[config.mk]
export PLATFORM = sky130hd
export DESIGN_NAME = significand_divider_flat
export DESIGN_NICKNAME = d
export VERILOG_FILES = /design/src/rtl/significand_divider_if.sv /design/src/rtl/significand_divider.sv /design/src/flat_wrapper.sv
export SDC_FILE = /design/constraint.sdc
export NUM_CORES = 1
export LEC_CHECK = 0
export CAP_MARGIN = 20
export CORE_MARGIN = 3
export CORE_UTILIZATION = 45
export CTS_CLUSTER_SIZE = 10
export DETAILED_ROUTE_END_ITERATION = 16
export HOLD_SLACK_MARGIN = 0.05
export PLACE_DENSITY_LB_ADDON = 0.3
export SYNTH_ARGS = -nofsm -noshare
export SYNTH_HDL_FRONTEND = slang
export SYNTH_SLANG_ARGS = --single-unit
[constraint.sdc]
create_clock -name clk -period 5.52 [get_ports clk]
set_input_delay 1.104 -clock clk [delete_from_list [all_inputs] [get_ports clk]]
set_output_delay 1.104 -clock clk [all_outputs]
set_load 0.05 [all_outputs]
[src/rtl/significand_divider_if.sv]
// Handshake and operand/result bundle for significand_divider.
// master: requester driving operands and start; slave: the divider.
interface significand_divider_if #(
    parameter int unsigned BIT_WIDTH = 10
);
    logic                 i_start;
    logic [BIT_WIDTH-1:0] i_input_a;
    logic [BIT_WIDTH-1:0] i_input_b;
    logic                 i_hidden_bit_a;
    logic                 i_hidden_bit_b;
    logic [BIT_WIDTH-1:0] o_result;
    logic                 o_valid;
    logic                 o_busy;
    logic                 o_significand_msb;
    logic                 o_div_by_zero;

    modport master (
        output i_start, i_input_a, i_input_b, i_hidden_bit_a, i_hidden_bit_b,
        input  o_result, o_valid, o_busy, o_significand_msb, o_div_by_zero
    );

    modport slave (
        input  i_start, i_input_a, i_input_b, i_hidden_bit_a, i_hidden_bit_b,
        output o_result, o_valid, o_busy, o_significand_msb, o_div_by_zero
    );
endinterface

[src/rtl/significand_divider.sv]
// Restoring shift-and-subtract divider for half-precision significands.
// Computes 1.a / 1.b to BIT_WIDTH+4 quotient bits, normalises by at most one
// place and reports whether the quotient was >= 1.0 (significand_msb).
// Optional feature macro: SIGNIFICAND_DIV_ROUND_EN selects round-to-nearest-even;
// without it the normalised fraction is truncated.
// Outputs are registered from the next-cycle values of Q, R and dbz, so they
// track those registers exactly and hold from VALID until the next load.
module significand_divider #(
    parameter int unsigned BIT_WIDTH = 10
) (
    input  logic clk,
    input  logic reset_b,
    significand_divider_if.slave bus
);

    localparam int unsigned SIG_W = BIT_WIDTH + 1;
    localparam int unsigned REM_W = BIT_WIDTH + 2;
    localparam int unsigned QUO_W = BIT_WIDTH + 4;
    localparam int unsigned CNT_W = 4;
    localparam logic [CNT_W-1:0] LAST_CNT = CNT_W'(BIT_WIDTH + 3);

    typedef enum logic [1:0] {
        S_IDLE   = 2'd0,
        S_DIVIDE = 2'd1,
        S_VALID  = 2'd2
    } state_t;

    state_t               r_state;
    logic [REM_W-1:0]     r_rem;
    logic [SIG_W-1:0]     r_div;
    logic [QUO_W-1:0]     r_quo;
    logic [CNT_W-1:0]     r_cnt;
    logic                 r_dbz;
    logic [BIT_WIDTH-1:0] r_result;
    logic                 r_msb;
    logic                 r_valid;
    logic                 r_busy;

    state_t               w_state_next;
    logic [REM_W-1:0]     w_rem_next;
    logic [SIG_W-1:0]     w_div_next;
    logic [QUO_W-1:0]     w_quo_next;
    logic [CNT_W-1:0]     w_cnt_next;
    logic                 w_dbz_next;
    logic                 w_ge;
    logic [REM_W-1:0]     w_diff;
    logic [SIG_W-1:0]     w_load_div;
    logic                 w_norm_msb;
    logic [BIT_WIDTH-1:0] w_frac;
    logic [BIT_WIDTH-1:0] w_result_next;
    logic                 w_msb_next;
`ifdef SIGNIFICAND_DIV_ROUND_EN
    logic                 w_guard;
    logic                 w_round_bit;
    logic                 w_sticky;
`endif

    // Trial subtraction of the divisor from the partial remainder.
    assign w_ge       = (r_rem >= REM_W'(r_div));
    assign w_diff     = r_rem - REM_W'(r_div);
    assign w_load_div = {bus.i_hidden_bit_b, bus.i_input_b};

    // Next-state and datapath update: load in IDLE, one quotient bit per DIVIDE cycle.
    always_comb begin
        w_state_next = r_state;
        w_rem_next   = r_rem;
        w_div_next   = r_div;
        w_quo_next   = r_quo;
        w_cnt_next   = r_cnt;
        w_dbz_next   = r_dbz;
        case (r_state)
            S_IDLE: begin
                if (bus.i_start) begin
                    w_state_next = S_DIVIDE;
                    w_rem_next   = {1'b0, bus.i_hidden_bit_a, bus.i_input_a};
                    w_div_next   = w_load_div;
                    w_quo_next   = '0;
                    w_cnt_next   = '0;
                    w_dbz_next   = (w_load_div == '0);
                end
            end
            S_DIVIDE: begin
                if (w_ge) begin
                    w_rem_next = {w_diff[REM_W-2:0], 1'b0};
                end else begin
                    w_rem_next = {r_rem[REM_W-2:0], 1'b0};
                end
                w_quo_next = {r_quo[QUO_W-2:0], w_ge};
                w_cnt_next = r_cnt + CNT_W'(1);
                if (r_cnt == LAST_CNT) begin
                    w_state_next = S_VALID;
                end
            end
            S_VALID: begin
                w_state_next = S_IDLE;
            end
            default: begin
                w_state_next = S_IDLE;
            end
        endcase
    end

    // Normalise the next quotient by one place when it is below 1.0, then round or truncate.
    always_comb begin
        w_norm_msb = w_quo_next[QUO_W-1];
        if (w_norm_msb) begin
            w_frac = w_quo_next[QUO_W-2:3];
        end else begin
            w_frac = w_quo_next[QUO_W-3:2];
        end
`ifdef SIGNIFICAND_DIV_ROUND_EN
        if (w_norm_msb) begin
            w_guard     = w_quo_next[2];
            w_round_bit = w_quo_next[1];
            w_sticky    = w_quo_next[0] | (w_rem_next != '0);
        end else begin
            w_guard     = w_quo_next[1];
            w_round_bit = w_quo_next[0];
            w_sticky    = (w_rem_next != '0);
        end
        if (w_guard & (w_round_bit | w_sticky | w_frac[0])) begin
            w_result_next = w_frac + BIT_WIDTH'(1);
        end else begin
            w_result_next = w_frac;
        end
`else
        w_result_next = w_frac;
`endif
        w_msb_next = w_norm_msb;
        if (w_dbz_next) begin
            w_result_next = '0;
            w_msb_next    = 1'b0;
        end
    end

    // State, datapath and registered outputs.
    always_ff @(posedge clk or negedge reset_b) begin
        if (!reset_b) begin
            r_state  <= S_IDLE;
            r_rem    <= '0;
            r_div    <= '0;
            r_quo    <= '0;
            r_cnt    <= '0;
            r_dbz    <= 1'b0;
            r_result <= '0;
            r_msb    <= 1'b0;
            r_valid  <= 1'b0;
            r_busy   <= 1'b0;
        end else begin
            r_state  <= w_state_next;
            r_rem    <= w_rem_next;
            r_div    <= w_div_next;
            r_quo    <= w_quo_next;
            r_cnt    <= w_cnt_next;
            r_dbz    <= w_dbz_next;
            r_result <= w_result_next;
            r_msb    <= w_msb_next;
            r_valid  <= (w_state_next == S_VALID);
            r_busy   <= (w_state_next != S_IDLE);
        end
    end

    assign bus.o_result          = r_result;
    assign bus.o_valid           = r_valid;
    assign bus.o_busy            = r_busy;
    assign bus.o_significand_msb = r_msb;
    assign bus.o_div_by_zero     = r_dbz;

endmodule
[src/flat_wrapper.sv]
// flat-port wrapper written by rule: the top's interface ports become plain ports
module significand_divider_flat 
#(
    parameter int unsigned BIT_WIDTH = 10
)
  (clk, reset_b, bus_i_start, bus_i_input_a, bus_i_input_b, bus_i_hidden_bit_a, bus_i_hidden_bit_b, bus_o_result, bus_o_valid, bus_o_busy, bus_o_significand_msb, bus_o_div_by_zero);
  significand_divider_if #(.BIT_WIDTH(BIT_WIDTH)) bus_i ();
  input  logic clk;
  input  logic reset_b;
  input wire logic [$bits(bus_i.i_start)-1:0] bus_i_start;
  input wire logic [$bits(bus_i.i_input_a)-1:0] bus_i_input_a;
  input wire logic [$bits(bus_i.i_input_b)-1:0] bus_i_input_b;
  input wire logic [$bits(bus_i.i_hidden_bit_a)-1:0] bus_i_hidden_bit_a;
  input wire logic [$bits(bus_i.i_hidden_bit_b)-1:0] bus_i_hidden_bit_b;
  output wire logic [$bits(bus_i.o_result)-1:0] bus_o_result;
  output wire logic [$bits(bus_i.o_valid)-1:0] bus_o_valid;
  output wire logic [$bits(bus_i.o_busy)-1:0] bus_o_busy;
  output wire logic [$bits(bus_i.o_significand_msb)-1:0] bus_o_significand_msb;
  output wire logic [$bits(bus_i.o_div_by_zero)-1:0] bus_o_div_by_zero;
  assign bus_i.i_start = bus_i_start;
  assign bus_i.i_input_a = bus_i_input_a;
  assign bus_i.i_input_b = bus_i_input_b;
  assign bus_i.i_hidden_bit_a = bus_i_hidden_bit_a;
  assign bus_i.i_hidden_bit_b = bus_i_hidden_bit_b;
  assign bus_o_result = bus_i.o_result;
  assign bus_o_valid = bus_i.o_valid;
  assign bus_o_busy = bus_i.o_busy;
  assign bus_o_significand_msb = bus_i.o_significand_msb;
  assign bus_o_div_by_zero = bus_i.o_div_by_zero;
  significand_divider #(.BIT_WIDTH(BIT_WIDTH)) u_core (.clk(clk), .reset_b(reset_b), .bus(bus_i));
endmodule
==> metrics.md, run 1 <==
| Metric | Value |
|---|---|
| Internal cell power | `1530 uW` |
| Critical Path Fanout Max | `36` |
| Finish-stage setup viols | `0` |
| Number of max-cap violations | `0` |
| Tcrit/Tclk final | `58.3%` |
| Nets | `372` |
| Sequential fraction of the synthesis area | `49.8%` |
| # DRC | `0` |
| Initial core utilization | `47.5%` |
| Status | `finished, final reports clean` |
| Most common cell after layout, fill and taps aside | `dfrtp_1` |
| Static leakage | `0.00155 uW` |
| CTS Root Cell | `clkbuf_8` |
| FILL cells | `520` |
| Final instance count without filler cells | `413` |
| WHS Path Cells | `2` |
| Site Rows | `28` |
| Synth Area per Inst | `9.77 um2` |
| Htree depth | `3` |
| Vias in the first global route | `2181` |
| Die area | `7360 um2` |
| Actual slew at the worst max-slew pin | `0.942 ns` |
| First-pass GRT wire length | `10.5 mm` |
| Final Skew | `0.0109 ns` |
| Final hold viol count | `0` |
| Largest net degree at the start of global routing | `58` |
| Max-slew violations | `0` |
| Worst slew margin | `37.2%` |
| YS warnings | `0` |
| CTS tree | `done` |
| Syn Inst Count | `293` |
| Power share of the combinational group | `57.1%` |
| Synth area leaders | `dfrtp_1 (50%), nand2_1 (6.2%), ha_1 (5.7%), o21ai_0 (5.1%), a22o_1 (3.7%)` |
| Iteration-0 DRC Markers | `158` |
| CTS Buf Count | `9` |
| Chip Height | `85.8 um` |
| # diodes | `0` |
| Async set or reset register ratio after synthesis | `100%` |
| Gr ovfl total | `0` |
| Via density per instance | `5.52` |
| Tot GR Track Use | `18.7%` |
| Total routed wirelength | `6.47 mm` |
| Cells after DPL | `397` |
| Clock slew at reported path FFs | `0.07 ns` |
| Hold WS | `0.481 ns` |
| Post-synth cell types | `46` |
| Io pins | `39` |
| NetSw | `1220 uW` |
| Initial antenna violation count | `0` |
| RSZ-0062 raised after global routing | `no` |
| CP Capture Type | `flip-flop` |
| Chip width | `85.8 um` |
| Worst Setup Path Type | `in -> reg` |
| Netlist Area Pre-Place | `2860 um2` |
| Share of the synthesized area in the top cell type | `49.8%` |
| Post-synth EDFFs | `0` |
| Clock network fraction of total power | `16.2%` |
| Post-CTS setup buffer count | `0` |
| Synthesized net count | `332` |
| CORE AREA | `6030 um2` |
| Most frequent cells in the layout | `dfrtp_1 (57), nand2_1 (47), clkdlybuf4s50_1 (37), o21ai_0 (29), nor2_1 (16)` |
| ANT nets after route | `0` |
| Seq pwr share | `26.7%` |
| PD cells | `778 nW/um2` |
| Fin Setup TNS | `0 ns` |
| Port Buf Inserts | `38` |
| Post-DP HPWL | `4.50 mm` |
| Min-delay worst type | `reg -> reg` |
| VDD IR-drop max | `0.354 mV` |
| R2R setup slack | `2.91 ns` |
| Minimum clock period | `3.22 ns` |
| Fmax | `0.311 GHz` |
| Critical Path Source Type | `input pin` |
| Power Total | `2750 uW` |
| DR WL/cell | `15.7 um` |
| Hold-fix buffers at CTS | `0` |
| Share of layout cells above drive strength 1 | `8.28%` |
| WP data arrival | `3.44 ns` |
| Switching share of total power | `44.4%` |
| Cells on worst reg2reg path | `9` |
| CTS Buffer Depth | `2` |
| CTS resizes | `0` |
| Vias | `2278` |
| Synth area leader | `dfrtp_1` |
| Pre-Repair DR Iteration Count | `5` |
| Count of state elements after synthesis | `57` |
| Area added between synthesis and finish | `23.5%` |
| Top FF cell, synth | `dfrtp_1` |
| Clock sinks | `57` |
| Clock latency on the worst-skew pair | `0.35 ns` |
| WP data required | `5.74 ns` |
| GPL Wtd Cong | `0.812` |
==> cell families after synthesis <==
family	after synthesis	share of synthesized area (%)
compound gates	81	19.9
buf+inv	29	4.06
simple gates	99	15.6
xor+xnor	7	2.14
fa+ha+maj	14	6.38
flops	57	49.8
mux	6	2.10
==> cells in the mapped netlist (2+ instances only) <==
master and number:
a21oi_1 11, nand2_1 47, a311o_1 4, ha_1 13, o21ai_0 29, nor4_1 2
nand4_1 2, clkbuf_1 11, a21o_1 2, nor3_1 10, nor2b_1 3, a22o_1 12
mux2i_1 6, o2bb2ai_1 3, or3_1 2, nand3_1 6, a31oi_1 4, nand2b_1 3
and3_1 2, o221ai_1 3, xnor2_1 5, and2_1 3, inv_1 15, dfrtp_1 57
xor2_1 2, nor2_1 16
==> per-stage QoR <==
stage          setup slack (ns)  area (um2)  util (%)
3_3_place_gp               2.02        3310      54.9
4_1_cts                    2.38        3540      58.7
6_report                   2.30        3540      58.7
2_1_floorplan              3.20        2860         -
3_5_place_dp               2.00        3310      54.9
5_1_grt                    2.14        3540      58.7
==> worst paths after layout <==
check | start | endpoint
setup / recovery | bus_i_start | u_core.bus.o_result[2]
hold / removal | u_core.r_quo[0] | u_core.r_quo[0]
setup reg to reg | u_core.r_rem[0] | u_core.r_rem[5]
hold reg to reg | u_core.r_quo[0] | u_core.r_quo[0]
max in group asynchronous | reset_b | u_core.r_rem[11]
min in group asynchronous | reset_b | u_core.bus.o_result[7]
==> power by group through the flow <==
stage | clock, uW | sequential (uW) | combinational [uW]
finish | 446 | 736 | 1570
global route | 473 | 756 | 1730
CTS | 453 | 734 | 1560
detailed placement | 0 | 738 | 1550
global placement | 0 | 734 | 1530
floorplan | 0 | 851 | 1090
==> sequential cells by signal, summed over array words and instances, names as in the netlist <==
signal                        flops
u_core.bus.o_valid                1
u_core.bus.o_result              10
u_core.r_quo                     14
u_core.r_cnt                      4
u_core.bus.o_busy                 1
u_core.r_state                    2
u_core.r_div                     11
u_core.r_rem                     12
u_core.bus.o_significand_msb      1
u_core.bus.o_div_by_zero          1
==> critical path, stage by stage <==
cell,delay [ns]
clkdlybuf4s50_1,0.52
o21bai_2,0.06
buf_4,0.24
a22oi_1,0.75
clkinv_1,0.50
nor2_1,0.20
nor3_1,0.06
==> layout make-up <==
cell class,instances,area (um2),area share [%]
sequential,57,1430,40.3
multi-input combinational,207,1330,37.5
timing repair buffer,42,403,11.4
clock buffer,9,124,3.50
clock inverter,7,103,2.90
tap,75,93.8,2.65
inverter,16,60.1,1.70
==> layer usage <==
layer / global-route usage [%] / wire, um / vias up
met2: 26.2 / 2700 / 67
met3: 5.28 / 380 / 15
met5: 0 / 0 / -
met4: 8.63 / 135 / 0
li1: - / - / 1123
met1: 26.8 / 3250 / 1073
No activity file was read; power rests on OpenSTA's default activity.
==> run 2, diff against run 1 <==
Clock period 5.52 ns to 2.91 ns, I/O delays scaled along.
==> run 2 against run 1 <==
  * Via count increased by 0.75%
  * Hold slack worse by 0.17 ns
  * First-iteration DRC count increased by 11%
  * Setup slack got worse by 1.9 ns
  * Final cell count increased by 0.48%
  * Routed wire length down 0.37%
  * Global-route usage is 0.64 points higher
  * Highest routed layer unchanged
==> metrics.md, run 2 (synthesis gave the netlist of run 1 again) <==
| Metric | Value |
|---|---|
| DR WL/cell | `15.5 um (-0.85%)` |
| CTS Buffer Depth | `2 (unchanged)` |
| Largest net degree at the start of global routing | `36 (-38%)` |
| Vias | `2295 (+0.75%)` |
| # DRC | `0 (unchanged)` |
| CTS tree | `done` |
| Post-CTS setup buffer count | `0 (unchanged)` |
| WP buf/inv | `1 (-2)` |
| Total routed wirelength | `6.44 mm (-0.37%)` |
| Die area | `7360 um2 (unchanged)` |
| Actual slew at the worst max-slew pin | `0.759 ns (-0.184 ns)` |
| CORE AREA | `6030 um2 (unchanged)` |
| Min-delay worst type | `in -> async` |
| Nets | `374 (+0.54%)` |
| Clock latency on the worst-skew pair | `0.34 ns (about the same)` |
| Worst slew margin | `49.4% (+12 points)` |
| Chip width | `85.8 um (unchanged)` |
| RSZ-0062 raised after global routing | `no` |
| Vias in the first global route | `2199 (+0.83%)` |
| Hold-fix buffers at CTS | `0 (unchanged)` |
| Initial antenna violation count | `0 (unchanged)` |
| GPL Wtd Cong | `0.878 (+8.1%)` |
| Initial core utilization | `47.5% (unchanged)` |
| Most common cell after layout, fill and taps aside | `dfrtp_1` |
| Worst Setup Path Type | `reg -> reg` |
| CTS Root Cell | `clkbuf_8` |
| First-pass GRT wire length | `10.9 mm (+3.5%)` |
| Critical Path Source Type | `flip-flop` |
| Htree depth | `3 (unchanged)` |
| CTS resizes | `0 (unchanged)` |
| Chip Height | `85.8 um (unchanged)` |
| Gr ovfl total | `0 (unchanged)` |
| Share of layout cells above drive strength 1 | `8.82% (+0.54 points)` |
| # diodes | `0 (unchanged)` |
| Post-DP HPWL | `4.60 mm (+2.3%)` |
| Fmax | `0.396 GHz` |
| Crit path cell chain | `inv_1 > ha_1 > fa_1 > nand2b_1 > o2bb2ai_1 > a21oi_1 > a211oi_4 > mux2i_1 > o221ai_1` |
| Final hold viol count | `0 (unchanged)` |
| Port Buf Inserts | `38 (unchanged)` |
| Pre-Repair DR Iteration Count | `4 (-1)` |
| Tot GR Track Use | `19.3% (+0.64 points)` |
| Largest regs | `u_core.r_quo x14, u_core.r_rem x12, u_core.r_div x11` |
| Io pins | `39 (unchanged)` |
| WP data arrival | `2.72 ns (-0.72 ns)` |
| Hold WS | `0.310 ns (-0.171 ns)` |
| Minimum clock period | `2.52 ns` |
| Most frequent cells in the layout | `dfrtp_1 (57), nand2_1 (47), clkdlybuf4s50_1 (37), o21ai_0 (29), nor2_1 (16)` |
| Site Rows | `28 (unchanged)` |
| Clock slew at reported path FFs | `0.06 ns (about the same)` |
| Iteration-0 DRC Markers | `175 (+11%)` |
| Clock sinks | `57 (unchanged)` |
| Number of max-cap violations | `0 (unchanged)` |
| Critical Path Fanout Max | `16 (-56%)` |
| Status | `finished, final reports clean` |
| Max reg flops | `14 (unchanged)` |
| Top reg by flops | `u_core.r_quo` |
| ANT nets after route | `0 (unchanged)` |
| WP data required | `3.11 ns (-2.63 ns)` |
| Via density per instance | `5.53 (+0.26%)` |
| Critical path's largest stage delay | `0.66 ns (-0.09 ns)` |
| Finish-stage setup viols | `0 (unchanged)` |
| CTS Buf Count | `9 (unchanged)` |
| Max-slew violations | `0 (unchanged)` |
| Crit path max-delay cell type | `a211oi_4` |
| Area added between synthesis and finish | `24.6%` |
| Final Skew | `0.00950 ns (-0.00139 ns)` |
| Tcrit/Tclk final | `86.7%` |
| Cell family with most CP delay | `compound AO/OA/AOI/OAI gates` |
| Fin Setup TNS | `0 ns (unchanged)` |
| CP Capture Type | `flip-flop` |
## run 2: cell types whose count changed in the layout (fill, tap and decap cells not counted), sizes merged
cell	change
inv	-2
buf	+2
clkinvlp	-1
clkbuf	+3
## run 2: final cells by class
cell class,instances,area (um2)
multi-input combinational,207,1330
fill,532,2460
clock inverter,4,73.8
tap,75,93.8
timing repair buffer,44,420
sequential,57,1430
clock buffer,12,165
inverter,16,60.1
## run 2: worst paths after layout
kind                       slack [ns]                     end  cells past startpoint       startpoint
min in group clk                 0.48         u_core.r_quo[0]                      2  u_core.r_quo[0]
max in group asynchronous        1.92         u_core.r_rem[1]                      2          reset_b
min                              0.31  u_core.bus.o_result[9]                      1          reset_b
max                              0.39         u_core.r_rem[5]                      9  u_core.r_rem[0]
max reg2reg                      0.39         u_core.r_rem[5]                      9  u_core.r_rem[0]
min reg2reg                      0.48         u_core.r_quo[0]                      2  u_core.r_quo[0]
## run 2: stage by stage
| stage | area (um2) | setup slack [ns] | cells | utilization [%] |
|---|---|---|---|---|
| 6_report | 3570 | 0.387 | 415 | 59.2 |
| 3_5_place_dp | 3330 | 0.400 | 399 | 55.2 |
| 2_1_floorplan | 2860 | 0.714 | 293 | - |
| 3_3_place_gp | 3330 | 0.469 | 399 | 55.2 |
| 5_1_grt | 3570 | 0.203 | 415 | 59.2 |
| 4_1_cts | 3570 | 0.397 | 415 | 59.2 |
## run 2: routing by layer
| layer | up-vias | part of all wire [%] | track usage, % |
|---|---|---|---|
| li1 | 1132 | - | - |
| met1 | 1087 | 50 | 29.3 |
| met2 | 64 | 41 | 25.1 |
| met3 | 12 | 6.7 | 6.53 |
| met4 | 0 | 2.1 | 7.63 |
| met5 | - | 0 | 0 |
Power of run 2 is left out: the tool's default activity adds up to more than one toggle a clock period on the data nets, which glitch-free logic cannot reach.
